`src/rtl/vip_uart_rx_fifo.sv`:
```
// vip_uart_rx_fifo
// UART receiver VIP: configurable data width (5..9), 1 or 2 stop bits and
// optional parity. Frames are pushed into a show-ahead FIFO with a valid/ready
// pop, per-word parity/framing flags and a sticky overflow flag.
// Optional parity support is compiled in when VIP_UART_RX_PARITY_EN is defined;
// without it the parity parameter is ignored and o_rd_perr always reads 0.
module vip_uart_rx_fifo #(
   parameter int scaler    = 8,
   parameter int data_bits = 8,
   parameter int stop_bits = 1,
   parameter int parity    = 0,
   parameter int fifo_log2 = 2
) (
   input  logic                 i_clk,
   input  logic                 i_nrst,
   input  logic                 i_rx,
   output logic                 o_rd_valid,
   input  logic                 i_rd_ready,
   output logic [8:0]           o_rd_data,
   output logic                 o_rd_perr,
   output logic                 o_rd_ferr,
   output logic [fifo_log2:0]   o_count,
   output logic                 o_overflow,
   input  logic                 i_ovf_clr
);

   localparam int DEPTH = 1 << fifo_log2;
   localparam int CW    = $clog2(2 * scaler);
   localparam int PW    = fifo_log2;
   localparam int WW    = 11;

   localparam logic [CW-1:0] CNT_ZERO  = {CW{1'b0}};
   localparam logic [CW-1:0] CNT_ONE   = CW'(1);
   localparam logic [CW-1:0] CNT_MID   = CW'(scaler - 1);
   localparam logic [CW-1:0] CNT_END   = CW'(2 * scaler - 1);
   localparam logic [3:0]    BIT_ZERO  = 4'd0;
   localparam logic [3:0]    BIT_LAST  = 4'(data_bits - 1);
   localparam logic [3:0]    STOP_LAST = 4'(stop_bits - 1);
   localparam logic [PW:0]   CNT_FULL  = (PW + 1)'(DEPTH);
   localparam logic [PW:0]   CNT_EMPTY = {(PW + 1){1'b0}};
   localparam logic [PW:0]   COUNT_ONE = (PW + 1)'(1);
   localparam logic [PW-1:0] PTR_ZERO  = {PW{1'b0}};
   localparam logic [PW-1:0] PTR_ONE   = PW'(1);
   localparam logic [WW-1:0] WORD_ZERO = {WW{1'b0}};

   localparam logic [2:0] ST_IDLE   = 3'd0;
   localparam logic [2:0] ST_START  = 3'd1;
   localparam logic [2:0] ST_DATA   = 3'd2;
`ifdef VIP_UART_RX_PARITY_EN
   localparam logic [2:0] ST_PARITY = 3'd3;
   localparam logic       PAR_EN    = (parity != 0);
   localparam logic       PAR_ODD   = (parity == 1);
`else
   // Parity is not built in: the mode parameter has no effect.
   localparam logic       PAR_EN    = (parity < 0) && (parity >= 0);
`endif
   localparam logic [2:0] ST_STOP   = 3'd4;

   // Line synchroniser and edge-detect delay
   logic            rx_meta_r;
   logic            rx_sync_r;
   logic            rx_dly_r;

   // Frame state machine
   logic [2:0]      state_r;
   logic [CW-1:0]   cnt_r;
   logic [3:0]      bitpos_r;
   logic [8:0]      shift_r;
   logic            ferr_r;
`ifdef VIP_UART_RX_PARITY_EN
   logic            perr_r;
`endif
   logic            perr_bit_s;
   logic            push_s;
   logic [WW-1:0]   push_word_s;

   // FIFO
   logic [WW-1:0]   mem_r [DEPTH];
   logic [PW-1:0]   wr_ptr_r;
   logic [PW-1:0]   rd_ptr_r;
   logic [WW-1:0]   head_r;
   logic            pop_s;
   logic            full_s;
   logic            push_ok_s;
   logic            drop_s;
   logic [PW:0]     count_nxt_s;
   logic [PW-1:0]   rd_ptr_nxt_s;
   logic [WW-1:0]   head_nxt_s;

`ifdef VIP_UART_RX_PARITY_EN
   assign perr_bit_s = perr_r;
`else
   assign perr_bit_s = PAR_EN;
`endif

   // Two-flop synchroniser on the asynchronous line plus one delay flop for edge detection
   always_ff @(posedge i_clk or negedge i_nrst) begin
      if (!i_nrst) begin
         rx_meta_r <= 1'b1;
         rx_sync_r <= 1'b1;
         rx_dly_r  <= 1'b1;
      end else begin
         rx_meta_r <= i_rx;
         rx_sync_r <= rx_meta_r;
         rx_dly_r  <= rx_sync_r;
      end
   end

   // Frame receiver: sample every bit at its middle, restart timing on each start edge
   always_ff @(posedge i_clk or negedge i_nrst) begin
      if (!i_nrst) begin
         state_r  <= ST_IDLE;
         cnt_r    <= CNT_ZERO;
         bitpos_r <= BIT_ZERO;
         shift_r  <= 9'd0;
         ferr_r   <= 1'b0;
`ifdef VIP_UART_RX_PARITY_EN
         perr_r   <= 1'b0;
`endif
      end else begin
         case (state_r)
            ST_IDLE: begin
               cnt_r <= CNT_ZERO;
               // A falling edge is needed; a line held low never restarts a frame.
               if (rx_dly_r && !rx_sync_r) begin
                  state_r <= ST_START;
               end else begin
                  state_r <= ST_IDLE;
               end
            end
            ST_START: begin
               if ((cnt_r == CNT_MID) && rx_sync_r) begin
                  // Line back high at mid start bit: glitch, not a frame.
                  state_r <= ST_IDLE;
                  cnt_r   <= CNT_ZERO;
               end else if (cnt_r == CNT_END) begin
                  state_r  <= ST_DATA;
                  cnt_r    <= CNT_ZERO;
                  bitpos_r <= BIT_ZERO;
                  shift_r  <= 9'd0;
                  ferr_r   <= 1'b0;
`ifdef VIP_UART_RX_PARITY_EN
                  perr_r   <= 1'b0;
`endif
               end else begin
                  cnt_r <= cnt_r + CNT_ONE;
               end
            end
            ST_DATA: begin
               if (cnt_r == CNT_MID) begin
                  shift_r[bitpos_r] <= rx_sync_r;
               end else begin
                  shift_r <= shift_r;
               end
               if (cnt_r == CNT_END) begin
                  cnt_r <= CNT_ZERO;
                  if (bitpos_r == BIT_LAST) begin
                     // bitpos is reused as the stop-bit index.
                     bitpos_r <= BIT_ZERO;
`ifdef VIP_UART_RX_PARITY_EN
                     state_r  <= PAR_EN ? ST_PARITY : ST_STOP;
`else
                     state_r  <= ST_STOP;
`endif
                  end else begin
                     bitpos_r <= bitpos_r + 4'd1;
                  end
               end else begin
                  cnt_r <= cnt_r + CNT_ONE;
               end
            end
`ifdef VIP_UART_RX_PARITY_EN
            ST_PARITY: begin
               if (cnt_r == CNT_MID) begin
                  // Odd mode expects the XOR over payload and parity bit to be 1.
                  perr_r <= (^shift_r) ^ rx_sync_r ^ PAR_ODD;
               end else begin
                  perr_r <= perr_r;
               end
               if (cnt_r == CNT_END) begin
                  state_r <= ST_STOP;
                  cnt_r   <= CNT_ZERO;
               end else begin
                  cnt_r <= cnt_r + CNT_ONE;
               end
            end
`endif
            ST_STOP: begin
               if (cnt_r == CNT_MID) begin
                  if (!rx_sync_r) begin
                     ferr_r <= 1'b1;
                  end else begin
                     ferr_r <= ferr_r;
                  end
                  if (bitpos_r == STOP_LAST) begin
                     // Word is pushed now; leaving early lets the next start edge be seen.
                     state_r <= ST_IDLE;
                     cnt_r   <= CNT_ZERO;
                  end else begin
                     cnt_r <= cnt_r + CNT_ONE;
                  end
               end else if (cnt_r == CNT_END) begin
                  cnt_r    <= CNT_ZERO;
                  bitpos_r <= bitpos_r + 4'd1;
               end else begin
                  cnt_r <= cnt_r + CNT_ONE;
               end
            end
            default: begin
               state_r <= ST_IDLE;
               cnt_r   <= CNT_ZERO;
            end
         endcase
      end
   end

   // Push request at mid-bit of the last stop bit; the current sample feeds ferr directly
   always_comb begin
      push_s = 1'b0;
      if ((state_r == ST_STOP) && (cnt_r == CNT_MID) && (bitpos_r == STOP_LAST)) begin
         push_s = 1'b1;
      end else begin
         push_s = 1'b0;
      end
      push_word_s = {shift_r, perr_bit_s, ferr_r | ~rx_sync_r};
   end

   // FIFO bookkeeping: accept a push when not full or when a pop frees a slot this cycle
   always_comb begin
      pop_s       = o_rd_valid & i_rd_ready;
      full_s      = (o_count == CNT_FULL);
      push_ok_s   = push_s & (~full_s | pop_s);
      drop_s      = push_s & full_s & ~pop_s;
      count_nxt_s = o_count;
      case ({push_ok_s, pop_s})
         2'b10:   count_nxt_s = o_count + COUNT_ONE;
         2'b01:   count_nxt_s = o_count - COUNT_ONE;
         default: count_nxt_s = o_count;
      endcase
      rd_ptr_nxt_s = rd_ptr_r;
      if (pop_s) begin
         rd_ptr_nxt_s = rd_ptr_r + PTR_ONE;
      end else begin
         rd_ptr_nxt_s = rd_ptr_r;
      end
      // Next head: bypass the incoming word when it lands where the head will be.
      head_nxt_s = WORD_ZERO;
      if (count_nxt_s == CNT_EMPTY) begin
         head_nxt_s = WORD_ZERO;
      end else if (push_ok_s && (rd_ptr_nxt_s == wr_ptr_r)) begin
         head_nxt_s = push_word_s;
      end else begin
         head_nxt_s = mem_r[rd_ptr_nxt_s];
      end
   end

   // FIFO storage write
   always_ff @(posedge i_clk) begin
      if (push_ok_s) begin
         mem_r[wr_ptr_r] <= push_word_s;
      end
   end

   // FIFO pointers, count, registered show-ahead head and sticky overflow
   always_ff @(posedge i_clk or negedge i_nrst) begin
      if (!i_nrst) begin
         wr_ptr_r   <= PTR_ZERO;
         rd_ptr_r   <= PTR_ZERO;
         o_count    <= CNT_EMPTY;
         o_rd_valid <= 1'b0;
         head_r     <= WORD_ZERO;
         o_overflow <= 1'b0;
      end else begin
         if (push_ok_s) begin
            wr_ptr_r <= wr_ptr_r + PTR_ONE;
         end
         rd_ptr_r   <= rd_ptr_nxt_s;
         o_count    <= count_nxt_s;
         o_rd_valid <= (count_nxt_s != CNT_EMPTY);
         head_r     <= head_nxt_s;
         // A drop in the same cycle as a clear keeps the flag set.
         if (drop_s) begin
            o_overflow <= 1'b1;
         end else if (i_ovf_clr) begin
            o_overflow <= 1'b0;
         end
      end
   end

   assign o_rd_data = head_r[10:2];
   assign o_rd_perr = head_r[1];
   assign o_rd_ferr = head_r[0];

endmodule

```
`config.mk`:
```
export PLATFORM = sky130hd
export DESIGN_NAME = vip_uart_rx_fifo
export DESIGN_NICKNAME = d
export VERILOG_FILES = /design/src/rtl/vip_uart_rx_fifo.sv
export SDC_FILE = /design/constraint.sdc
export NUM_CORES = 1
export LEC_CHECK = 0
export CORE_AREA = 5 5 120 122
export DETAILED_ROUTE_END_ITERATION = 16
export DIE_AREA = 0 0 125 127
export GPL_ROUTABILITY_DRIVEN = 0
export PLACE_DENSITY = 0.43
export SETUP_SLACK_MARGIN = 0.1
export SKIP_LAST_GASP = 1
export SLEW_MARGIN = 20
export SYNTH_ARGS = -nofsm -noshare
export SYNTH_HDL_FRONTEND = slang
export SYNTH_SLANG_ARGS = --single-unit
```
`constraint.sdc`:
```
create_clock -name i_clk -period 3.6 [get_ports i_clk]
set_input_delay 0.9 -clock i_clk [delete_from_list [all_inputs] [get_ports i_clk]]
set_output_delay 0.9 -clock i_clk [all_outputs]
set_load 0.005 [all_outputs]
```
==> results of run 1 <==
==> logic make-up after synthesis <==
logic type               after synthesis  synth area share [%]
AND/OR/NAND/NOR                       99                 13.31
flip-flops                            83                 58.62
AO/OA/AOI/OAI                         77                 13.31
buffers and inverters                 31                 3.569
multiplexers                          12                 6.334
adder cells (fa/ha/maj)               10                 3.408
XOR/XNOR                               6                 1.350
other                                  1               0.09637
==> metrics by stage <==
stage	hold WS, ps	cell area, µm²	worst slack, ps
final	355.6	4557	749.8
after global placement	345.7	4248	413.9
after floorplan	345.2	3891	1147
after CTS	356.7	4554	746.0
after global routing	358.6	4557	623.3
after detailed placement	346.8	4248	401.3
==> synth_stat cells, drive strengths merged (2+ instances only) <==
library cell	number
a211oi	2
a21o	3
a21oi	18
a22o	6
a22oi	3
a311oi	3
a31oi	3
a32o	7
and2	9
and3	2
and3b	2
buf	10
clkbuf	9
dfrtp	40
dfstp	3
edfxtp	40
ha	9
inv	12
mux4	10
nand2	31
nand2b	5
nand3	16
nand3b	2
nand4b	2
nor2	16
nor2b	4
nor3	3
nor3b	2
o21ai	22
o22ai	2
o31ai	2
xnor2	4
xor2	2
==> state kept, by name (all words and copies together) (netlist names) <==
register and flops:
mem_r 40, head_r 10, shift_r 9, bitpos_r 4
cnt_r 4, o_count 3, state_r 3, rd_ptr_r 2
wr_ptr_r 2, ferr_r 1, o_overflow 1, o_rd_valid 1
rx_dly_r 1, rx_meta_r 1, rx_sync_r 1
==> worst paths after layout <==
check,start,end,slack [ps],depth (start not counted)
worst max-delay path,i_rd_ready,head_r[5]$_DFF_PN0_,750,8
worst min-delay path,rx_meta_r$_DFF_PN1_,rx_sync_r$_DFF_PN1_,360,0
worst max register to register,cnt_r[0]$_DFF_PN0_,mem_r[2][5]$_DFFE_PP_,890,5
worst min register to register,rx_meta_r$_DFF_PN1_,rx_sync_r$_DFF_PN1_,360,0
max in group asynchronous,i_nrst,shift_r[2]$_DFFE_PN0P_,2620,1
min in group asynchronous,i_nrst,wr_ptr_r[1]$_DFFE_PN0P_,570,1
==> where the power goes <==
| group | switching [mW] | internal, mW | total, mW |
|---|---|---|---|
| registers | 0.0582 | 1.02 | 1.08 |
| logic | 0.0836 | 0.0672 | 0.151 |
| clock network | 0.401 | 0.550 | 0.952 |
==> cell type report <==
class	count	area [µm²]
Clock buffer	9	225.2
Clock inverter	7	81.33
Fill cell	1299	8528
Inverter	12	45.04
Multi-Input combinational cell	205	1471
Sequential cell	83	2281
Tap cell	176	220.2
Timing Repair Buffer	25	232.7
==> critical path, cell delays in order <==
cell and delay, ps:
clkdlybuf4s50_1 540, nand2_1 170, a31oi_2 300, fa_1 470
nand2b_1 160, o31ai_1 190, buf_4 240, a21oi_1 70
==> routing by layer <==
metal  up-vias  share of wire, %
met5         -                 0
met4         0               1.1
met3         7               3.0
met2        41                47
met1      1249                48
li1       1206                 -
==> flow_summary.html, run 1 <==
<table>
<tr><th>Metric</th><th>Value</th></tr>
<tr><th colspan="2">Run status</th></tr>
<tr><td>Run status</td><td>finished, final reports clean</td></tr>
<tr><th colspan="2">STA</th></tr>
<tr><td>Highest attainable clock frequency</td><td>350.9 MHz</td></tr>
<tr><td>Transition time at the pin with the least slew margin</td><td>598.0 ps</td></tr>
<tr><td>Final Hold Viols</td><td>0</td></tr>
<tr><td>Shortest clock period the worst path allows after layout</td><td>2850 ps</td></tr>
<tr><td>Layout Skew</td><td>10.20 ps</td></tr>
<tr><td>Total Neg Setup Slack</td><td>0 ps</td></tr>
<tr><td>Number of max-slew violations in the final report</td><td>0</td></tr>
<tr><td>Worst slew margin relative to its limit</td><td>60.13%</td></tr>
<tr><td>Final setup violation count</td><td>0</td></tr>
<tr><td>Final period utilization</td><td>79.17%</td></tr>
<tr><td>RSZ-0062 raised after global routing</td><td>false</td></tr>
<tr><th colspan="2">Synthesis</th></tr>
<tr><td>Post-synthesis average cell area</td><td>12.20 µm²</td></tr>
<tr><td>Post-synthesis cell type with the largest combined area</td><td>edfxtp_1</td></tr>
<tr><td>Share of the synthesized area in the top cell type</td><td>30.87%</td></tr>
<tr><td>Cell count after synthesis</td><td>319</td></tr>
<tr><td>Post-Synthesis Cell Area</td><td>3891 µm²</td></tr>
<tr><td>Portion of the post-synthesis area used by sequential elements</td><td>58.62%</td></tr>
<tr><td>Number of storage elements in the synthesis netlist</td><td>83</td></tr>
<tr><td>Flip-flop cell with the highest count after synthesis</td><td>edfxtp_1</td></tr>
<tr><td>Async SR Flop Fraction</td><td>51.81%</td></tr>
<tr><td>Number of distinct standard cells referenced by the synthesized netlist</td><td>55</td></tr>
<tr><td>Synthesized net count</td><td>334</td></tr>
<tr><td>Number of enable flip-flop cells after synthesis</td><td>40</td></tr>
<tr><td>Number of synthesis warnings</td><td>0</td></tr>
<tr><td>Cell types with the largest area share after synthesis</td><td>edfxtp_1 (31%), dfrtp_1 (26%), mux4_2 (5.8%)</td></tr>
<tr><th colspan="2">Detailed routing</th></tr>
<tr><td>Post-DRT Antenna Nets</td><td>0</td></tr>
<tr><td>Avg Vias per Cell</td><td>4.841</td></tr>
<tr><td>Detailed Route Iter0 Violations</td><td>132</td></tr>
<tr><td>Detailed Routing Iterations Pass 1</td><td>4</td></tr>
<tr><td>Via total after detailed routing</td><td>2,503</td></tr>
<tr><td>Total Wirelength</td><td>8443 µm</td></tr>
<tr><td>Wire length per cell</td><td>16.33 µm</td></tr>
<tr><td>Remaining design rule violation count</td><td>0</td></tr>
<tr><th colspan="2">Global routing</th></tr>
<tr><td>Met3 layer usage reported by global route</td><td>3.088%</td></tr>
<tr><td>Met1 global-route usage</td><td>14.74%</td></tr>
<tr><td>GR met2 Demand/Resource</td><td>17.81%</td></tr>
<tr><td>Total global routing overflow</td><td>0</td></tr>
<tr><td>Global-route usage over all layers</td><td>11.02%</td></tr>
<tr><td>Via count of the first global-routing pass</td><td>2,447</td></tr>
<tr><td>Wire length of the first global-routing pass</td><td>13,810 µm</td></tr>
<tr><td>Initial antenna violation count</td><td>0</td></tr>
<tr><td>GR peak layer</td><td>met2</td></tr>
<tr><td>Maximum number of pins on one net before global-route repair</td><td>44</td></tr>
<tr><th colspan="2">Clock network</th></tr>
<tr><td>TritonCTS Buffers</td><td>9</td></tr>
<tr><td>Clock transition at path regs</td><td>70 ps</td></tr>
<tr><td>CTS hold repair buffers</td><td>0</td></tr>
<tr><td>Setup Buffers After CTS</td><td>0</td></tr>
<tr><td>Later-pin clock latency in the skew report</td><td>340 ps</td></tr>
<tr><td>Total number of H-tree levels</td><td>3</td></tr>
<tr><td>Sink Count</td><td>83</td></tr>
<tr><td>CTS root buf</td><td>clkbuf_16</td></tr>
<tr><td>Count of cells resized by post-cts repair</td><td>0</td></tr>
<tr><td>TritonCTS clock tree</td><td>done</td></tr>
<tr><td>Deepest clock path buffer count</td><td>2</td></tr>
<tr><th colspan="2">Final layout</th></tr>
<tr><td>Post-route core utilization</td><td>34.83%</td></tr>
<tr><td>Count of antenna diodes in the layout</td><td>0</td></tr>
<tr><td>Count of nets after finishing</td><td>351</td></tr>
<tr><td>Relative area change from synthesis to final layout</td><td>17.11%</td></tr>
<tr><td>Top library cells by usage in the layout, fill and taps aside</td><td>dfrtp_1 (40), edfxtp_1 (40), nand2_1 (31)</td></tr>
<tr><td>Share of layout cells above drive strength 1</td><td>13.20%</td></tr>
<tr><td>Count of placed standard cells in the final layout, fillers left out</td><td>517</td></tr>
<tr><th colspan="2">Die</th></tr>
<tr><td>Floorplan die width</td><td>125 µm</td></tr>
<tr><td>Height of the die</td><td>127 µm</td></tr>
<tr><td># IOs</td><td>21</td></tr>
<tr><td>Starting utilization of the core area</td><td>29.74%</td></tr>
<tr><td>Die ar.</td><td>15,880 µm²</td></tr>
<tr><td>Number of standard-cell rows in the floorplan</td><td>42</td></tr>
<tr><td>Core area</td><td>13,090 µm²</td></tr>
<tr><th colspan="2">Pwr</th></tr>
<tr><td>Worst vdd rail ir drop</td><td>0.0002771 V</td></tr>
<tr><td>Cell leakage power</td><td>1.791 nW</td></tr>
<tr><td>Total power of the final layout</td><td>2.178 mW</td></tr>
<tr><td>Ratio of total power to cell area</td><td>478.0 nW/µm²</td></tr>
<tr><th colspan="2">Run</th></tr>
<tr><td>Max Cap Viol</td><td>0</td></tr>
<tr><th colspan="2">Place</th></tr>
<tr><td>Post-DP HPWL</td><td>5508 µm</td></tr>
<tr><td>Dpl cells</td><td>501</td></tr>
<tr><td>Port-buffer cells</td><td>19</td></tr>
<tr><th colspan="2">Worst setup path</th></tr>
<tr><td>Crit start category</td><td>primary input</td></tr>
<tr><td>Highest net fanout along the worst path</td><td>11</td></tr>
<tr><td>Crit end category</td><td>flop</td></tr>
<tr><td>Required @ worst endpoint</td><td>3820 ps</td></tr>
<tr><td>Type of the setup path with the least slack</td><td>primary input to flop</td></tr>
<tr><td>Endpoint arrival time on the critical path</td><td>3070 ps</td></tr>
<tr><th colspan="2">Worst hold path</th></tr>
<tr><td>Kind of path behind the tightest hold check</td><td>flop to flop</td></tr>
</table>
(Power assumes the default switching activity.)
==> run 2: changes to the inputs <==
PLACE_DENSITY = 0.45   (was 0.43)
clock period = 2.6 ns   (was 3.6 ns; I/O delays follow)
==> run 2 against run 1 <==
Net effect: flip-flop and latch count stayed put; clock skew hardly changed; sequential power is 33% higher; combinational power is 100% higher.
==> flow_summary.html, run 2 (synthesis results as in run 1) <==
<table>
<tr><th>Metric</th><th>Value</th></tr>
<tr><th colspan="2">Final layout</th></tr>
<tr><td>Relative area change from synthesis to final layout</td><td>25.05%</td></tr>
<tr><td>Post-route core utilization</td><td>37.19% (+2.4 points)</td></tr>
<tr><td>Fill cell total of the finished layout</td><td>1,254 (-3.5%)</td></tr>
<tr><td>Count of antenna diodes in the layout</td><td>0 (unchanged)</td></tr>
<tr><td>Cell area after layout</td><td>4866 µm² (+6.8%)</td></tr>
<tr><td>Top library cells by usage in the layout, fill and taps aside</td><td>dfrtp_1 (40), edfxtp_1 (40), nand2_1 (31)</td></tr>
<tr><td>Largest registers</td><td>mem_r: 40 flops, head_r: 10 flops, shift_r: 9 flops</td></tr>
<tr><td>Register with the most flip-flops</td><td>mem_r</td></tr>
<tr><td>Count of nets after finishing</td><td>374 (+6.6%)</td></tr>
<tr><td>Count of placed standard cells in the final layout, fillers left out</td><td>540 (+4.4%)</td></tr>
<tr><td>Share of layout cells above drive strength 1</td><td>20.88% (+7.7 points)</td></tr>
<tr><td>Flip-flop count of the largest register, all copies and words added</td><td>40 (unchanged)</td></tr>
<tr><th colspan="2">Global routing</th></tr>
<tr><td>Met1 global-route usage</td><td>14.48% (-0.26 points)</td></tr>
<tr><td>Maximum number of pins on one net before global-route repair</td><td>44 (unchanged)</td></tr>
<tr><td>Global-route usage over all layers</td><td>11.42% (+0.40 points)</td></tr>
<tr><td>Met3 layer usage reported by global route</td><td>3.548% (+0.46 points)</td></tr>
<tr><td>Via count of the first global-routing pass</td><td>2,656 (+8.5%)</td></tr>
<tr><td>Wire length of the first global-routing pass</td><td>14,260 µm (+3.3%)</td></tr>
<tr><td>Initial antenna violation count</td><td>0 (unchanged)</td></tr>
<tr><td>GR peak layer</td><td>met2</td></tr>
<tr><td>GR met2 Demand/Resource</td><td>18.63% (+0.82 points)</td></tr>
<tr><td>Total global routing overflow</td><td>0 (unchanged)</td></tr>
<tr><th colspan="2">STA</th></tr>
<tr><td>Highest attainable clock frequency</td><td>415.6 MHz</td></tr>
<tr><td>Crit path setup slack, layout</td><td>193.6 ps (-556.2 ps)</td></tr>
<tr><td>Final setup violation count</td><td>0 (unchanged)</td></tr>
<tr><td>Layout Skew</td><td>9.715 ps (-0.4890 ps)</td></tr>
<tr><td>Number of max-slew violations in the final report</td><td>0 (unchanged)</td></tr>
<tr><td>Final period utilization</td><td>92.55%</td></tr>
<tr><td>Final Hold Viols</td><td>0 (unchanged)</td></tr>
<tr><td>Hold WS</td><td>356.0 ps (+0.3740 ps)</td></tr>
<tr><td>Shortest clock period the worst path allows after layout</td><td>2406 ps</td></tr>
<tr><td>Worst slew margin relative to its limit</td><td>61.52% (+1.4 points)</td></tr>
<tr><td>RSZ-0062 raised after global routing</td><td>true</td></tr>
<tr><td>Transition time at the pin with the least slew margin</td><td>577.2 ps (-20.80 ps)</td></tr>
<tr><td>Total Neg Setup Slack</td><td>0 ps (unchanged)</td></tr>
<tr><th colspan="2">Detailed routing</th></tr>
<tr><td>Remaining design rule violation count</td><td>0 (unchanged)</td></tr>
<tr><td>Via total after detailed routing</td><td>2,629 (+5.0%)</td></tr>
<tr><td>Detailed Route Iter0 Violations</td><td>163 (+23%)</td></tr>
<tr><td>Wire length per cell</td><td>16.06 µm (-1.7%)</td></tr>
<tr><td>Detailed Routing Iterations Pass 1</td><td>4 (unchanged)</td></tr>
<tr><td>Total Wirelength</td><td>8670 µm (+2.7%)</td></tr>
<tr><td>Post-DRT Antenna Nets</td><td>0 (unchanged)</td></tr>
<tr><td>Avg Vias per Cell</td><td>4.869 (+0.56%)</td></tr>
<tr><th colspan="2">Worst setup path</th></tr>
<tr><td>Highest net fanout along the worst path</td><td>5 (-6)</td></tr>
<tr><td>Crit end category</td><td>flop</td></tr>
<tr><td>Required @ worst endpoint</td><td>2820 ps (-1000 ps)</td></tr>
<tr><td>Crit start category</td><td>primary input</td></tr>
<tr><td>Endpoint arrival time on the critical path</td><td>2630 ps (-440 ps)</td></tr>
<tr><td>Chain of cells forming the critical path</td><td>clkdlybuf4s50_1 &gt; nand2_1 &gt; a31oi_4 &gt; fa_1 &gt; nand2b_4 &gt; o31ai_4 &gt; buf_4 &gt; a21oi_1</td></tr>
<tr><td>CP max-delay cell</td><td>clkdlybuf4s50_1</td></tr>
<tr><td>Worst stage delay on the critical path</td><td>500 ps (-40 ps)</td></tr>
<tr><td>Type of the setup path with the least slack</td><td>primary input to flop</td></tr>
<tr><th colspan="2">Pwr</th></tr>
<tr><td>Worst vdd rail ir drop</td><td>0.0003607 V (+30%)</td></tr>
<tr><td>Total power of the final layout</td><td>3.095 mW (+42%)</td></tr>
<tr><td>Ratio of total power to cell area</td><td>636.0 nW/µm² (+33%)</td></tr>
<tr><td>Cell leakage power</td><td>1.933 nW (+8.0%)</td></tr>
<tr><th colspan="2">Die</th></tr>
<tr><td># IOs</td><td>21 (unchanged)</td></tr>
<tr><td>Starting utilization of the core area</td><td>29.74% (unchanged)</td></tr>
<tr><td>Core area</td><td>13,090 µm² (unchanged)</td></tr>
<tr><td>Die ar.</td><td>15,880 µm² (unchanged)</td></tr>
<tr><td>Height of the die</td><td>127 µm (unchanged)</td></tr>
<tr><td>Number of standard-cell rows in the floorplan</td><td>42 (unchanged)</td></tr>
<tr><td>Floorplan die width</td><td>125 µm (unchanged)</td></tr>
<tr><th colspan="2">Clock network</th></tr>
<tr><td>Total number of H-tree levels</td><td>3 (unchanged)</td></tr>
<tr><td>Deepest clock path buffer count</td><td>2 (unchanged)</td></tr>
<tr><td>Clock transition at path regs</td><td>70 ps (about the same)</td></tr>
<tr><td>Sink Count</td><td>83 (unchanged)</td></tr>
<tr><td>TritonCTS clock tree</td><td>done</td></tr>
<tr><td>CTS root buf</td><td>clkbuf_16</td></tr>
<tr><td>TritonCTS Buffers</td><td>9 (unchanged)</td></tr>
<tr><td>Later-pin clock latency in the skew report</td><td>340 ps (about the same)</td></tr>
<tr><th colspan="2">Worst hold path</th></tr>
<tr><td>Kind of path behind the tightest hold check</td><td>flop to flop</td></tr>
<tr><th colspan="2">Place</th></tr>
<tr><td>Port-buffer cells</td><td>19 (unchanged)</td></tr>
<tr><td>Placed cell areas</td><td>4461 µm² (+5.0%)</td></tr>
<tr><td>Dpl cells</td><td>521 (+4.0%)</td></tr>
<tr><td>Post-DP HPWL</td><td>5751 µm (+4.4%)</td></tr>
<tr><td>Worst slack at placement</td><td>-174.2 ps (-575.5 ps)</td></tr>
<tr><th colspan="2">Run status</th></tr>
<tr><td>Run status</td><td>finished, final reports clean</td></tr>
<tr><th colspan="2">Run</th></tr>
<tr><td>Max Cap Viol</td><td>0 (unchanged)</td></tr>
</table>
-- run 2: changes by cell type in the layout (fill, tap and decap cells not counted), moves of 2 or more --
cell,delta
inv_1,-2
inv_2,+2
buf_4,+16
inv_6,-2
buf_12,+5
-- run 2: per-layer routing --
layer  share of wire (%)  vias up
met3                 3.9        7
met1                  46     1329
met4                 1.5        0
met2                  48       38
met5                   0        -
li1                    -     1255
-- run 2: path summary, 6_finish.rpt --
kind | cells after the start | slack, ps | to | from
max | 8 | 190 | head_r[0]$_DFF_PN0_ | i_rd_ready
min | 0 | 360 | rx_sync_r$_DFF_PN1_ | rx_meta_r$_DFF_PN1_
max reg2reg | 9 | 200 | head_r[0]$_DFF_PN0_ | bitpos_r[1]$_DFFE_PN0P_
min reg2reg | 0 | 360 | rx_sync_r$_DFF_PN1_ | rx_meta_r$_DFF_PN1_
max in group asynchronous | 2 | 1810 | shift_r[4]$_DFFE_PN0P_ | i_nrst
min in group asynchronous | 2 | 380 | rd_ptr_r[0]$_DFF_PN0_ | i_nrst
-- run 2: report_power, final --
| part | internal, mW | switching (mW) | leakage [nW] |
|---|---|---|---|
| Clock | 0.834 | 0.518 | 0.155 |
| Combinational | 0.127 | 0.176 | 0.771 |
| Sequential | 1.41 | 0.0299 | 1.01 |
| Total | 2.37 | 0.723 | 1.93 |
-- run 2: cell type report --
class	instances	area (µm²)	area share [%]
Inverter	12	45.04	0.9257
Timing Repair Buffer	48	469.2	9.643
Sequential cell	83	2281	46.88
Tap cell	176	220.2	4.526
Clock buffer	12	267.8	5.503
Clock inverter	4	55.05	1.131
Multi-Input combinational cell	205	1528	31.40
-- run 2: worst max-delay path, delay by kind of cell --
family | cells | cell delay (ps)
compound gates | 3 | 530
fa+ha+maj | 1 | 450
buf+inv | 2 | 700
simple gates | 2 | 290
-- run 2: timing repair --
| item | CTS | global route |
|---|---|---|
| resized for setup | 0 | 17 |
| setup endpoints to repair | 0 | 51 |
| buffers inserted | 0 | 2 |
| hold buffers | 0 | 0 |
==> run 3: changes to the inputs <==
PLACE_DENSITY = 0.43   (was 0.45)
clock period = 2.89 ns   (was 2.6 ns; I/O delays follow)
==> run 3 against run 2 <==
Net effect: clock skew down 4.4 ps; sequential power down 8%; total power down 15%; critical path type is now flop to flop; largest cell class unchanged; largest power group unchanged.
==> flow_summary.html, run 3 (synthesis results as in run 1) <==
<table>
<tr><th>Metric</th><th>Value</th></tr>
<tr><th colspan="2">Run status</th></tr>
<tr><td>Run status</td><td>finished, final reports clean</td></tr>
<tr><th colspan="2">Final layout</th></tr>
<tr><td>Fill cell total of the finished layout</td><td>1,237 (-1.4%)</td></tr>
<tr><td>Largest registers</td><td>mem_r: 40 flops, head_r: 10 flops, shift_r: 9 flops</td></tr>
<tr><td>Count of antenna diodes in the layout</td><td>0 (unchanged)</td></tr>
<tr><td>Register with the most flip-flops</td><td>mem_r</td></tr>
<tr><td>Relative area change from synthesis to final layout</td><td>18.33%</td></tr>
<tr><td>Top library cells by usage in the layout, fill and taps aside</td><td>dfrtp_1 (40), edfxtp_1 (40), nand2_1 (31)</td></tr>
<tr><td>Count of nets after finishing</td><td>360 (-3.7%)</td></tr>
<tr><td>Flip-flop count of the largest register, all copies and words added</td><td>40 (unchanged)</td></tr>
<tr><td>Share of layout cells above drive strength 1</td><td>15.14% (-5.7 points)</td></tr>
<tr><th colspan="2">STA</th></tr>
<tr><td>Transition time at the pin with the least slew margin</td><td>895.4 ps (+318.3 ps)</td></tr>
<tr><td>Total Neg Setup Slack</td><td>0 ps (unchanged)</td></tr>
<tr><td>Worst slew margin relative to its limit</td><td>40.30% (-21 points)</td></tr>
<tr><td>RSZ-0062 raised after global routing</td><td>false</td></tr>
<tr><td>Hold WS</td><td>315.3 ps (-40.73 ps)</td></tr>
<tr><td>Shortest clock period the worst path allows after layout</td><td>2550 ps</td></tr>
<tr><td>Crit path setup slack, layout</td><td>339.6 ps (+146.0 ps)</td></tr>
<tr><td>Highest attainable clock frequency</td><td>392.1 MHz</td></tr>
<tr><td>Final setup violation count</td><td>0 (unchanged)</td></tr>
<tr><td>Final Hold Viols</td><td>0 (unchanged)</td></tr>
<tr><td>Final period utilization</td><td>88.25%</td></tr>
<tr><td>Layout Skew</td><td>5.286 ps (-4.429 ps)</td></tr>
<tr><td>Number of max-slew violations in the final report</td><td>0 (unchanged)</td></tr>
<tr><th colspan="2">Place</th></tr>
<tr><td>Port-buffer cells</td><td>19 (unchanged)</td></tr>
<tr><td>Worst slack at placement</td><td>61.66 ps (+235.9 ps)</td></tr>
<tr><td>Post-DP HPWL</td><td>5765 µm (+0.23%)</td></tr>
<tr><th colspan="2">Global routing</th></tr>
<tr><td>Global-route usage over all layers</td><td>11.47% (+0.052 points)</td></tr>
<tr><td>Maximum number of pins on one net before global-route repair</td><td>27 (-39%)</td></tr>
<tr><td>Initial antenna violation count</td><td>0 (unchanged)</td></tr>
<tr><td>Total global routing overflow</td><td>0 (unchanged)</td></tr>
<tr><td>Via count of the first global-routing pass</td><td>2,603 (-2.0%)</td></tr>
<tr><td>Wire length of the first global-routing pass</td><td>14,280 µm (+0.15%)</td></tr>
<tr><th colspan="2">Die</th></tr>
<tr><td>Height of the die</td><td>127 µm (unchanged)</td></tr>
<tr><td>Die ar.</td><td>15,880 µm² (unchanged)</td></tr>
<tr><td># IOs</td><td>21 (unchanged)</td></tr>
<tr><td>Floorplan die width</td><td>125 µm (unchanged)</td></tr>
<tr><td>Starting utilization of the core area</td><td>29.74% (unchanged)</td></tr>
<tr><td>Core area</td><td>13,090 µm² (unchanged)</td></tr>
<tr><td>Number of standard-cell rows in the floorplan</td><td>42 (unchanged)</td></tr>
<tr><th colspan="2">Clock network</th></tr>
<tr><td>Later-pin clock latency in the skew report</td><td>340 ps (about the same)</td></tr>
<tr><td>Deepest clock path buffer count</td><td>2 (unchanged)</td></tr>
<tr><td>CTS hold repair buffers</td><td>0 (unchanged)</td></tr>
<tr><td>Setup Buffers After CTS</td><td>0 (unchanged)</td></tr>
<tr><td>CTS root buf</td><td>clkbuf_16</td></tr>
<tr><td>Sink Count</td><td>83 (unchanged)</td></tr>
<tr><td>TritonCTS Buffers</td><td>9 (unchanged)</td></tr>
<tr><td>Clock transition at path regs</td><td>60 ps (about the same)</td></tr>
<tr><td>Total number of H-tree levels</td><td>3 (unchanged)</td></tr>
<tr><td>Count of cells resized by post-cts repair</td><td>0 (unchanged)</td></tr>
<tr><td>TritonCTS clock tree</td><td>done</td></tr>
<tr><th colspan="2">Worst setup path</th></tr>
<tr><td>Endpoint arrival time on the critical path</td><td>2770 ps (+140 ps)</td></tr>
<tr><td>Worst R2R Setup Slack</td><td>340 ps (+140 ps)</td></tr>
<tr><td>Type of the setup path with the least slack</td><td>flop to flop</td></tr>
<tr><td>Required @ worst endpoint</td><td>3110 ps (+290 ps)</td></tr>
<tr><td>Highest net fanout along the worst path</td><td>11 (+6)</td></tr>
<tr><td>Crit end category</td><td>flop</td></tr>
<tr><td>Crit start category</td><td>flop</td></tr>
<tr><th colspan="2">Pwr</th></tr>
<tr><td>Cell leakage power</td><td>1.824 nW (-5.6%)</td></tr>
<tr><td>Ratio of total power to cell area</td><td>568.8 nW/µm² (-11%)</td></tr>
<tr><td>Worst vdd rail ir drop</td><td>0.0002867 V (-21%)</td></tr>
<tr><th colspan="2">Detailed routing</th></tr>
<tr><td>Wire length per cell</td><td>15.88 µm (-1.1%)</td></tr>
<tr><td>Detailed Route Iter0 Violations</td><td>220 (+35%)</td></tr>
<tr><td>Remaining design rule violation count</td><td>0 (unchanged)</td></tr>
<tr><td>Post-DRT Antenna Nets</td><td>0 (unchanged)</td></tr>
<tr><td>Detailed Routing Iterations Pass 1</td><td>4 (unchanged)</td></tr>
<tr><td>Via total after detailed routing</td><td>2,562 (-2.5%)</td></tr>
<tr><td>Total Wirelength</td><td>8355 µm (-3.6%)</td></tr>
<tr><td>Avg Vias per Cell</td><td>4.871 (about the same)</td></tr>
<tr><th colspan="2">Run</th></tr>
<tr><td>Max Cap Viol</td><td>0 (unchanged)</td></tr>
<tr><th colspan="2">Worst hold path</th></tr>
<tr><td>Kind of path behind the tightest hold check</td><td>primary input to async pin</td></tr>
</table>
run 3: cell types whose count changed in the layout (fill, tap and decap cells not counted), moves of 2 or more:
cell | before | now
buf_4 | 23 | 14
buf_12 | 5 | 1
inv_1 | 10 | 12
inv_2 | 2 | 0
inv_6 | 1 | 3
run 3: final timing paths:
kind                                          from                      end  cells after the start
setup / recovery           bitpos_r[0]$_DFFE_PN0P_      head_r[8]$_DFF_PN0_                     10
hold / removal                              i_nrst  wr_ptr_r[1]$_DFFE_PN0P_                      1
setup reg to reg           bitpos_r[0]$_DFFE_PN0P_      head_r[8]$_DFF_PN0_                     10
hold reg to reg                rx_meta_r$_DFF_PN1_      rx_sync_r$_DFF_PN1_                      0
max in group asynchronous                   i_nrst   shift_r[7]$_DFFE_PN0P_                      2
min in group i_clk             rx_meta_r$_DFF_PN1_      rx_sync_r$_DFF_PN1_                      0
run 3: metrics by stage:
step	power, mW	instance area [µm²]	util [%]	std cells
finish	2.619	4604	35.19	526
global route	2.750	4604	35.19	526
CTS	2.672	4604	35.19	526
detailed placement	1.570	4328	33.08	510
global placement	1.571	4328	33.08	510
floorplan	1.502	3891	-	319
run 3: where the power goes:
group | internal, mW | switching (mW) | total (mW)
clock | 0.588 | 0.485 | 1.07
combinational | 0.0963 | 0.125 | 0.221
sequential | 1.27 | 0.0566 | 1.32
run 3: layer usage:
metal / GRT usage (%) / wire length (µm) / vias to the layer above
met2: 18.16 / 3979 / 55
met4: 4.082 / 93 / 0
met3: 3.464 / 350 / 6
li1: - / - / 1228
met1: 15.04 / 3931 / 1273
met5: 0 / 0 / -
run 3: cell type report:
cell class / count / area (µm²) / share of cell area [%]
clock buffers: 9 / 225.2 / 4.891
clock inverters: 7 / 51.30 / 1.114
inverters: 12 / 45.04 / 0.9783
multi-input cells: 205 / 1471 / 31.96
flip-flops and latches: 83 / 2281 / 49.54
well taps: 176 / 220.2 / 4.783
repair buffers: 34 / 310.3 / 6.739
run 3: worst max-delay path: stages (launching register included):
cell      delay, ps
dfrtp_1         420
inv_1           110
ha_1            240
nor3b_4         300
a31oi_2         150
fa_1            440
inv_1           100
a311oi_1         50
o31ai_1         290
buf_4           250
a21oi_1          70
